## config.mk

```make
export PLATFORM = sky130hd
export DESIGN_NAME = tdm_mux_n
export DESIGN_NICKNAME = d
export VERILOG_FILES = /design/src/rtl/tdm_mux_n.sv
export SDC_FILE = /design/constraint.sdc
export NUM_CORES = 1
export LEC_CHECK = 0
export CELL_PAD_IN_SITES_DETAIL_PLACEMENT = 0
export CELL_PAD_IN_SITES_GLOBAL_PLACEMENT = 1
export CORE_UTILIZATION = 36
export CTS_BUF_LIST = sky130_fd_sc_hd__clkbuf_4
export CTS_CLUSTER_DIAMETER = 30
export DETAILED_ROUTE_END_ITERATION = 6
export GPL_TIMING_DRIVEN = 0
export PLACE_DENSITY = 0.74
export SLEW_MARGIN = 20
export SYNTH_ARGS = -nofsm -noshare
export SYNTH_HDL_FRONTEND = slang
export SYNTH_SLANG_ARGS = --single-unit
```

## constraint.sdc

```tcl
create_clock -name clk -period 1.5 [get_ports clk]
set_input_delay 0.45 -clock clk [delete_from_list [all_inputs] [get_ports clk]]
set_output_delay 0.45 -clock clk [all_outputs]
set_load 0.03 [all_outputs]
```

## src/rtl/tdm_mux_n.sv

```systemverilog
// Registered N:1 word multiplexer with manual select and round-robin TDM scan.
// Each scanned channel is held for DWELL enabled cycles; wrap marks the end of a full sweep.
module tdm_mux_n #(
  parameter int WIDTH    = 1,
  parameter int CHANNELS = 4,
  parameter int SEL_W    = 2,
  parameter int DWELL    = 1
) (
  input  logic                      clk,
  input  logic                      reset,
  input  logic                      enable,
  input  logic                      mode,
  input  logic [SEL_W-1:0]          sel,
  input  logic [CHANNELS*WIDTH-1:0] in_bus,
  output logic [WIDTH-1:0]          out1,
  output logic [SEL_W-1:0]          out_chan,
  output logic                      out_valid,
  output logic                      wrap
);

  localparam int SLOTS = 2 ** SEL_W;
  localparam logic [SEL_W-1:0] LAST_CHAN = SEL_W'(CHANNELS - 1);
  localparam logic [7:0]       LAST_CNT  = 8'(DWELL - 1);

  logic [WIDTH-1:0] chan [SLOTS];

  logic [WIDTH-1:0] out1_reg, out1_next;
  logic [SEL_W-1:0] out_chan_reg, out_chan_next;
  logic             out_valid_reg, out_valid_next;
  logic             wrap_reg, wrap_next;
  logic [SEL_W-1:0] ptr_reg, ptr_next;
  logic [7:0]       cnt_reg, cnt_next;
  logic             mode_prev_reg;

  logic [SEL_W-1:0] eff_ptr;
  logic [7:0]       eff_cnt;
  logic             sel_legal;

  // Unused select codes map to zero so every index of chan[] is defined.
  generate
    for (genvar gi = 0; gi < SLOTS; gi++) begin : g_chan
      if (gi < CHANNELS) begin : g_used
        assign chan[gi] = in_bus[gi*WIDTH +: WIDTH];
      end else begin : g_unused
        assign chan[gi] = '0;
      end
    end
  endgenerate

  // Entering scan mode restarts the sweep at channel 0 with a full dwell.
  assign eff_ptr   = mode_prev_reg ? ptr_reg : '0;
  assign eff_cnt   = mode_prev_reg ? cnt_reg : '0;
  assign sel_legal = (32'(sel) < CHANNELS);

  always_comb begin
    out1_next      = out1_reg;
    out_chan_next  = out_chan_reg;
    out_valid_next = 1'b0;
    wrap_next      = 1'b0;
    ptr_next       = ptr_reg;
    cnt_next       = cnt_reg;
    if (enable) begin
      if (!mode) begin
        ptr_next = '0;
        cnt_next = '0;
        if (sel_legal) begin
          out1_next      = chan[sel];
          out_chan_next  = sel;
          out_valid_next = 1'b1;
        end
      end else begin
        out1_next      = chan[eff_ptr];
        out_chan_next  = eff_ptr;
        out_valid_next = 1'b1;
        wrap_next      = (eff_ptr == LAST_CHAN) && (eff_cnt == LAST_CNT);
        if (eff_cnt == LAST_CNT) begin
          cnt_next = '0;
          ptr_next = (eff_ptr == LAST_CHAN) ? '0 : eff_ptr + 1'b1;
        end else begin
          cnt_next = eff_cnt + 8'd1;
          ptr_next = eff_ptr;
        end
      end
    end
  end

  always_ff @(posedge clk) begin
    if (reset) begin
      out1_reg      <= '0;
      out_chan_reg  <= '0;
      out_valid_reg <= 1'b0;
      wrap_reg      <= 1'b0;
      ptr_reg       <= '0;
      cnt_reg       <= '0;
      mode_prev_reg <= 1'b0;
    end else begin
      out1_reg      <= out1_next;
      out_chan_reg  <= out_chan_next;
      out_valid_reg <= out_valid_next;
      wrap_reg      <= wrap_next;
      ptr_reg       <= ptr_next;
      cnt_reg       <= cnt_next;
      mode_prev_reg <= mode;
    end
  end

  assign out1      = out1_reg;
  assign out_chan  = out_chan_reg;
  assign out_valid = out_valid_reg;
  assign wrap      = wrap_reg;

endmodule

```

==> results_dict.tcl <==
set metrics [dict create \
    antenna_left 0 \
    synth_flop_cell "dfxtp_1" \
    synth_compound_gate_area_share 0.210 \
    pre_cts_ws_ps -642 \
    cp.depth 8 \
    yosysTopAreaCellShare 0.376 \
    outcome "finished, violations left" \
    final_core_util 0.528 \
    synth_warnings 0 \
    synth_top_area_cell "dfxtp_1" \
    synthMuxAreaShare 0.0617 \
    required_ps 1690 \
    grt_pass1_vias 703 \
    ios 15 \
    synthXorXnorAreaFrac 0.0103 \
    clock.fmax_mhz 594 \
    antenna_cells 0 \
    fin_nets 134 \
    period_share 1.12 \
    relSlewSlack 0.681 \
    cts_inserted_buffers 3 \
    rsz0062_at_grt "yes" \
    post-synth-top-count-cell "dfxtp_1" \
    period_minus_slack_ps 1680 \
    r2r-start "mode_prev_reg" \
    gr-total-overflow 0 \
    root_buffer "clkbuf_4" \
    via_count 784 \
    vias_per_cell 5.30 \
    worstPathArrival_ps 1870 \
    row_count 17 \
    cp_num_buf_inv 3 \
    worst_setup_path_start_kind "register" \
    cts_sinks 16 \
    grt_max_degree 11 \
    drtIter0Drc 8 \
    clk_latency_ps 280 \
    skew_ps 4.03 \
    synth_nets 105 \
    ys_ff_latch 16 \
    fp.dieW_um 50.7 \
    cp_top_family "buffers and inverters" \
    hold_violations 0 \
    wirelength_mm 1.94 \
    worstSetupPathType "register to register" \
    slowest_stage "dfxtp_2" \
    hpwl_mm 1.41 \
    wl_per_cell_um 13.1 \
    crit_chain "buf_8 > nand2_4 > ha_4 > nor4b_4 > buf_4 > a211oi_4 > buf_4 > a22o_2" \
    grt_pass1_wl_mm 3.23 \
    syn_inst 93 \
    synth_top_family_by_area "simple AND/OR/NAND/NOR gates" \
    hp-start "out1" \
    synth-edff-count 0 \
    yosysUniqueCellTypes 38 \
    fin_setup_tns_ps -977 \
    drt_first_pass_iters 4 \
    dieArea_mm2 0.00257 \
    fin_ws_ps -184 \
    clk_pin_slew_ps 100 \
    power_mw 0.786 \
    syn_area_per_cell_um2 9.16 \
    seq_area_frac_synth 0.376 \
    initial_utilization 0.385 \
    maxCapViolations 0 \
    grt_util_all_layers 0.168 \
    synth-async-reset-ratio 0 \
    min_path_cells 2 \
    r2r_cells 8 \
    die_h_um 50.7 \
    max_stage_delay_ps 340 \
    violations "negative setup slack" \
    drive_above_1_share 0.292 \
    p_leak_nw 0.489 \
    vdd_drop_max_v 0.000389 \
    synth_area_leaders "dfxtp_1, nand2_1, a21oi_1, mux2i_1, ha_1" \
    end_kind "register" \
    cp_max_fo 6 \
    yosys-top-cells-count "dfxtp_1, nand2_1, a21oi_1" \
    critPathLaunch "mode_prev_reg" \
    drv_slew 0 \
    core-area_mm2 0.00221 \
    synthAdderAreaFrac 0.0294 \
    worstMarginPinSlew_ps 477 \
    gp_congestion 0.750 \
    drc 0 \
    hold_class "register to register" \
    synthSimpleGateAreaFrac 0.280 \
    clockBufferDepth 2 \
    netlist_area_um2 852 \
    port_buffers 13 \
    largest_reg_flops 8 \
    antenna_found_initial 0 \
    cts.htree.levels 1 \
    p_per_area_mw_per_mm2 673 \
    areaGrowthSynthToFinish_pct 37.0 \
    critPathMostFrequentCell "buf_4" \
    setup_viol 9 \
    cts_tree "yes" \
]
## cells in the final DEF (no fill, tap or decap), types with 2 or more instances in the layout
| master | instances |
|---|---|
| dfxtp_1 | 15 |
| dlygate4sd2_1 | 3 |
| nand2_4 | 2 |
| buf_4 | 12 |
| clkdlybuf4s15_1 | 3 |
| nor2_1 | 5 |
| o21ai_0 | 5 |
| and2_1 | 3 |
| clkdlybuf4s50_1 | 6 |
| a22o_1 | 2 |
| a31oi_1 | 3 |
| a21oi_1 | 6 |
| a211oi_1 | 2 |
| a22o_2 | 2 |
| clkbuf_2 | 2 |
| nor3_1 | 2 |
| clkbuf_4 | 3 |
| buf_2 | 2 |
| nand4_1 | 4 |
| mux2i_1 | 3 |
| nor2b_1 | 3 |
| nand2_1 | 7 |
| nand3b_1 | 2 |
## worst paths after layout
check,slack (ps),end
worst max-delay path,-180,cnt_reg[5]
worst min-delay path,470,out1
worst max register to register,-180,cnt_reg[5]
worst min register to register,470,out1
## area by class of cell
type / instances / area, um^2
multi-input cells: 72 / 547
repair buffers: 24 / 204
fillers: 228 / 1040
flip-flops and latches: 16 / 322
plain buffers: 5 / 37.5
well taps: 28 / 35.0
clock buffers: 3 / 22.5
## what timing repair did
action,4_1_cts,5_1_grt
hold buffers,0,0
endpoints found under the setup margin,16,14
setup buffers,10,1
resized for setup,11,5
pin swaps,8,0
gates cloned,0,0
## stage by stage
step	cell area, um^2	hold WS, ps	instances
after CTS	1160	468	147
after global routing	1170	492	148
after floorplan	887	469	93
after detailed placement	1050	451	134
final	1170	467	148
after global placement	1050	448	134
## routing by layer
layer	routed length [um]	global-route usage	vias to the layer above
li1	-	-	403
met1	993	0.219	365
met2	859	0.267	12
met3	58	0.0424	4
met4	25	0.0556	0
met5	0	0	-
## kinds of logic after synthesis
family          after synthesis
compound gates               26
xor+xnor                      1
fa+ha+maj                     2
buf+inv                       5
flops                        16
mux                           4
simple gates                 39
## power by group
group	leakage, nW	internal (mW)	switching, mW
combinational	0.344	0.0562	0.0566
sequential	0.131	0.435	0.00604
clock	0.0138	0.0932	0.138
total	0.489	0.584	0.201
## worst min-delay path: cells and delay by family (launching register included)
| family | cells | cell delay [ps] |
|---|---|---|
| AOI/OAI and AO/OA | 1 | 60 |
| and+or+nand+nor | 1 | 40 |
| DFF | 1 | 340 |
Note: power is estimated with default switching activity, not from simulation.
